$ cat src/rtl/hnm_access_sequencer.sv
// hnm_access_sequencer: SSID command port sharing for the HNMPP hit-map block.
// Round-robin write/read arbitration plus a row-sweep engine (clear or dump).
//
// Ports:
//   clk, reset (async, active-low)
//   wr_req/wr_SSID/wr_grant   : write (hit-marking) requester, valid/ready
//   rd_req/rd_SSID/rd_grant   : read (lookup) requester, valid/ready
//   sweep_start/sweep_mode    : start pulse, mode 0 = clear, 1 = dump
//   sweep_busy/sweep_done     : sweep in progress / one-cycle end pulse
//   HNM_writeReady/HNM_readReady : HNMPP accept flags
//   HNM_SSID/HNM_write/HNM_read/HNM_clear : registered HNM command
//   dump_valid/dump_row       : row tag aligned with HNM read data in dump
//
// Macro HNM_SWEEP_DUMP_EN enables dump sweeps and the dump_* outputs;
// without it every sweep clears and dump_valid/dump_row are tied to 0.
module hnm_access_sequencer #(
    parameter int NROWS_HNM    = 256,
    parameter int SSID_WIDTH   = 8,
    parameter int READ_LATENCY = 2
) (
    input  logic                  clk,
    input  logic                  reset,
    input  logic                  wr_req,
    input  logic [SSID_WIDTH-1:0] wr_SSID,
    output logic                  wr_grant,
    input  logic                  rd_req,
    input  logic [SSID_WIDTH-1:0] rd_SSID,
    output logic                  rd_grant,
    input  logic                  sweep_start,
    input  logic                  sweep_mode,
    output logic                  sweep_busy,
    output logic                  sweep_done,
    input  logic                  HNM_writeReady,
    input  logic                  HNM_readReady,
    output logic [SSID_WIDTH-1:0] HNM_SSID,
    output logic                  HNM_write,
    output logic                  HNM_read,
    output logic                  HNM_clear,
    output logic                  dump_valid,
    output logic [SSID_WIDTH-1:0] dump_row
);

    typedef enum logic [1:0] {
        IDLE  = 2'd0,
        SWEEP = 2'd1,
        DONE  = 2'd2
    } state_e;

    localparam int CW = SSID_WIDTH + 1;
    localparam logic [CW-1:0] LAST_ROW = CW'(NROWS_HNM - 1);

    state_e                state_q, state_d;
    logic                  last_rd_q, last_rd_d;
    logic [CW-1:0]         cnt_q, cnt_d;
    logic [SSID_WIDTH-1:0] ssid_q, ssid_d;
    logic                  write_q, write_d;
    logic                  read_q, read_d;
    logic                  clear_q, clear_d;
    logic                  dump_sel;
    logic                  sweep_rdy;

    assign sweep_rdy = dump_sel ? HNM_readReady : HNM_writeReady;

    always_comb begin
        state_d   = state_q;
        last_rd_d = last_rd_q;
        cnt_d     = cnt_q;
        ssid_d    = ssid_q;
        write_d   = 1'b0;
        read_d    = 1'b0;
        clear_d   = 1'b0;
        wr_grant  = 1'b0;
        rd_grant  = 1'b0;
        unique case (state_q)
            IDLE: begin
                // Grants are masked while reset is held so nothing
                // appears accepted during reset.
                wr_grant = reset & wr_req & HNM_writeReady & ~sweep_start
                         & (~rd_req | ~HNM_readReady | last_rd_q);
                rd_grant = reset & rd_req & HNM_readReady & ~sweep_start
                         & (~wr_req | ~HNM_writeReady | ~last_rd_q);
                if (sweep_start) begin
                    state_d = SWEEP;
                    cnt_d   = '0;
                end else if (wr_grant) begin
                    ssid_d    = wr_SSID;
                    write_d   = 1'b1;
                    last_rd_d = 1'b0;
                end else if (rd_grant) begin
                    ssid_d    = rd_SSID;
                    read_d    = 1'b1;
                    last_rd_d = 1'b1;
                end
            end
            SWEEP: begin
                if (sweep_rdy) begin
                    ssid_d  = cnt_q[SSID_WIDTH-1:0];
                    read_d  = dump_sel;
                    write_d = ~dump_sel;
                    clear_d = ~dump_sel;
                    cnt_d   = cnt_q + CW'(1);
                    if (cnt_q == LAST_ROW) begin
                        state_d = DONE;
                    end
                end
            end
            DONE: begin
                state_d = IDLE;
            end
            default: begin
                state_d = IDLE;
            end
        endcase
    end

    always_ff @(posedge clk or negedge reset) begin
        if (!reset) begin
            state_q   <= IDLE;
            last_rd_q <= 1'b1;
            cnt_q     <= '0;
            ssid_q    <= '0;
            write_q   <= 1'b0;
            read_q    <= 1'b0;
            clear_q   <= 1'b0;
        end else begin
            state_q   <= state_d;
            last_rd_q <= last_rd_d;
            cnt_q     <= cnt_d;
            ssid_q    <= ssid_d;
            write_q   <= write_d;
            read_q    <= read_d;
            clear_q   <= clear_d;
        end
    end

    assign HNM_SSID   = ssid_q;
    assign HNM_write  = write_q;
    assign HNM_read   = read_q;
    assign HNM_clear  = clear_q;
    assign sweep_busy = (state_q != IDLE);
    assign sweep_done = (state_q == DONE);

`ifdef HNM_SWEEP_DUMP_EN
    logic                  mode_q;
    logic                  dump_iss_q;
    logic [SSID_WIDTH:0]   pipe_q [READ_LATENCY];

    // dump_iss_q marks sweep reads so requester reads never raise
    // dump_valid. It is aligned with the registered command, and the
    // pipe adds READ_LATENCY further cycles.
    always_ff @(posedge clk or negedge reset) begin
        if (!reset) begin
            mode_q     <= 1'b0;
            dump_iss_q <= 1'b0;
            for (int i = 0; i < READ_LATENCY; i++) begin
                pipe_q[i] <= '0;
            end
        end else begin
            if (state_q == IDLE && sweep_start) begin
                mode_q <= sweep_mode;
            end
            dump_iss_q <= read_d & (state_q == SWEEP);
            pipe_q[0]  <= dump_iss_q ? {1'b1, ssid_q} : '0;
            for (int i = 1; i < READ_LATENCY; i++) begin
                pipe_q[i] <= pipe_q[i-1];
            end
        end
    end

    assign dump_sel   = mode_q;
    assign dump_valid = pipe_q[READ_LATENCY-1][SSID_WIDTH];
    assign dump_row   = pipe_q[READ_LATENCY-1][SSID_WIDTH-1:0];
`else
    logic unused_mode;

    assign unused_mode = sweep_mode;
    assign dump_sel    = 1'b0;
    assign dump_valid  = 1'b0;
    assign dump_row    = '0;
`endif

endmodule

$ cat config.mk
export PLATFORM = sky130hd
export DESIGN_NAME = hnm_access_sequencer
export DESIGN_NICKNAME = d
export VERILOG_FILES = /design/src/rtl/hnm_access_sequencer.sv
export SDC_FILE = /design/constraint.sdc
export NUM_CORES = 1
export LEC_CHECK = 0
export CAP_MARGIN = 20
export CORE_MARGIN = 4
export CORE_UTILIZATION = 35
export CTS_CLUSTER_SIZE = 28
export DETAILED_ROUTE_END_ITERATION = 8
export GPL_TIMING_DRIVEN = 0
export HOLD_SLACK_MARGIN = 0.1
export RECOVER_POWER = 100
export SETUP_SLACK_MARGIN = 0.4
export SLEW_MARGIN = 20
export SYNTH_ARGS = -nofsm -noshare
export SYNTH_HDL_FRONTEND = slang
export SYNTH_SLANG_ARGS = --single-unit
$ cat constraint.sdc
create_clock -name clk -period 2.3 [get_ports clk]
set_input_delay 0.69 -clock clk [delete_from_list [all_inputs] [get_ports clk]]
set_output_delay 0.69 -clock clk [all_outputs]
set_load 0.02 [all_outputs]
==> reports/summary.txt <==
CP Cell Sequence - buf_6 > nand2b_4 > nor2_4 > nand3_2 > a31oi_4 > clkbuf_2
Post-DRT Antenna Nets - 0
CP endpoint kind - primary output
Initial drt markers - 42
Worst path slowest cell - clkbuf_2
Sequential area share after synthesis - 42.3%
Initial antenna violation count - 0
Synth Instances - 132
Core area - 3720 µm²
Top FF cell, synth - dfrtp_1
Mapped Area - 1370 µm²
Max cap viols - 0
DP Cell Count - 225
CTS Sinks - 23
Status - complete, no violations
Pwr/cell area - 678 nW/µm²
I/O pin count - 48
Hpwl dp - 2540 µm
Top Family by Delay on Critical Path - simple AND/OR/NAND/NOR gates
Crit-path max FO - 3
Wire per inst - 14.9 µm
XOR/XNOR Fraction of Synth Area - 3.85%
Worst-skew pair later-pin latency - 270 ps
Die Y - 70.5 µm
Final setup viols - 0
Final std cells w/o fill - 245
Crit share post-route - 97.1%
Area share of and/or/nand/nor cells after synthesis - 22.2%
Rel. slew slack - 45.1%
Die width - 70.5 µm
ANT cells - 0
Residual DRC - 0
Global route overflow - 0
Fmax - 0.448 GHz
CTS max path bufs - 2
Routed vias - 1,216
Number of global-route vias before repair - 1,269
Worst-path clk slew - 80 ps
Asr flop ratio synth - 100%
Post-synth top area share - 40.3%
Number of vias per cell - 4.96
Synth Area in Adders - 1.83%
CP Buf/Inv Count - 2
Leak pwr - 0.000878 µW
Critical path arrival - 1540 ps
Post-Route WL - 3640 µm
Post-synth EDFFs - 0
Initial Utilization - 36.7%
Clock tree from TritonCTS - yes
Worst setup SP type - input port
Drt pass-1 iters - 4
Post-synth top cells - dfrtp_1, nand2_1, nand3_1, buf_4, nor2_1
Final net count - 224
First-pass GRT wire length - 6150 µm
Required time worst endpoint - 1610 ps
Max Slew Vio Count - 0
Yosys cell types - 43
Peak per-stage delay on the critical path - 190 ps
FF+latch count, synth - 23
H-tree depth - 1
Final GP Congestion - 0.731
Clock Skew - 1.96 ps
Final hold violations - 0
CP Class - input port to primary output
Largest net degree at the start of global routing - 25
RSZ-0062 raised after global routing - true
Row Count - 22
Cts bufs inserted - 3
Worst Tran Pin Value - 800 ps
Synth area leaders - dfrtp_1, o211ai_2, mux2i_1
Post-synthesis compound-gate area fraction - 15.5%
Total of warnings raised by yosys - 0
Total negative slack - 0 ps
Min cycle time layout - 2230 ps
Tot GR Track Use - 15.5%
Dominant cell by count in the synthesized netlist - dfrtp_1
Cts hold-fix bufs - 0
Hold Crit Class - input port to asynchronous set/reset pin
Area Overhead vs Synth - 45.0%
Combinational family with the most area after synthesis - simple AND/OR/NAND/NOR gates
Max VDD drop - 0.000301 V
Mux cell area share after synthesis - 6.87%
Die area - 4960 µm²
Synth area leader - dfrtp_1
Buffers on Ports - 37
Syn Area/Cell - 10.3 µm²
CTS root buf - clkbuf_8
Layout cell share with drive strength beyond 1 - 27.9%
[per-stage QoR]
stage	setup slack (ps)	hold WS (ps)	area (µm²)	util, %	total power, µW
final	67.6	204	1980	53.3	1340
after global routing	52.2	193	1980	53.3	1440
after CTS	122	230	2070	55.8	1370
after detailed placement	-823	478	1870	50.3	1130
after global placement	-1670	468	1880	50.5	1120
after floorplan	311	394	1450	-	916
[cell families (layout without fill, tap and decap cells)]
family | Yosys count | after routing
compound gates | 23 | 23
xor+xnor | 6 | 6
fa+ha+maj | 2 | 2
buf+inv | 15 | 72
flops | 23 | 23
mux | 9 | 9
other cells | 1 | 9
simple gates | 53 | 53
[layout by cell type (no fill, tap or decap), types with 5 or more instances in the layout]
| cell | Yosys | routed |
|---|---|---|
| conb_1 | 1 | 9 |
| dlygate4sd2_1 | 0 | 8 |
| buf_4 | 9 | 18 |
| xnor2_1 | 5 | 5 |
| buf_6 | 1 | 5 |
| clkdlybuf4s50_1 | 0 | 16 |
| nor2_1 | 9 | 8 |
| nand2_1 | 12 | 12 |
| dfrtp_1 | 22 | 20 |
| mux2i_1 | 8 | 9 |
| clkbuf_1 | 1 | 11 |
| nand3_1 | 12 | 11 |
[sequential cells by signal, summed over array words and instances (netlist names)]
name and flops:
HNM_read 1, last_rd_q 1, HNM_write 1, state_q 2, HNM_SSID 8, HNM_clear 1, cnt_q 9
[layout make-up]
cell class              instances  area, µm²
fillers                       334       1740
multi-input cells             102        722
flip-flops and latches         23        579
repair buffers                 53        464
plain buffers                  12       97.6
well taps                      48       60.1
clock buffers                   4       45.0
inverters                       3       11.3
[repair_timing]
| item | in CTS | in global routing |
|---|---|---|
| buffers inserted | 14 | 1 |
| pin swaps | 8 | 2 |
| gates resized for setup | 63 | 8 |
| cloned | 0 | 1 |
| setup endpoints to repair | 20 | 12 |
[final timing paths]
| kind | startpoint | endpoint | slack, ps | cells after the start |
|---|---|---|---|---|
| setup / recovery | sweep_start | rd_grant | 70 | 6 |
| hold / removal | reset | HNM_write | 200 | 1 |
| setup reg to reg | state_q[0] | HNM_SSID[4] | 350 | 6 |
| hold reg to reg | HNM_SSID[6] | HNM_SSID[6] | 490 | 2 |
| max in group asynchronous | reset | HNM_SSID[1] | 1420 | 1 |
| min in group clk | HNM_SSID[6] | HNM_SSID[6] | 490 | 2 |
[power by group]
group,switching [µW],internal (µW),leakage [µW]
clock,135,124,0.0000228
sequential,99.9,515,0.000282
combinational,246,222,0.000573
[per-layer routing]
| layer | vias to the layer above | part of all wire, % | track usage, % |
|---|---|---|---|
| met2 | 33 | 49 | 25.2 |
| met1 | 581 | 44 | 20.0 |
| met3 | 9 | 5.4 | 3.02 |
| li1 | 593 | - | - |
| met5 | - | 0 | 0 |
| met4 | 0 | 2.0 | 6.60 |
No activity file was read; power rests on OpenSTA's default activity.
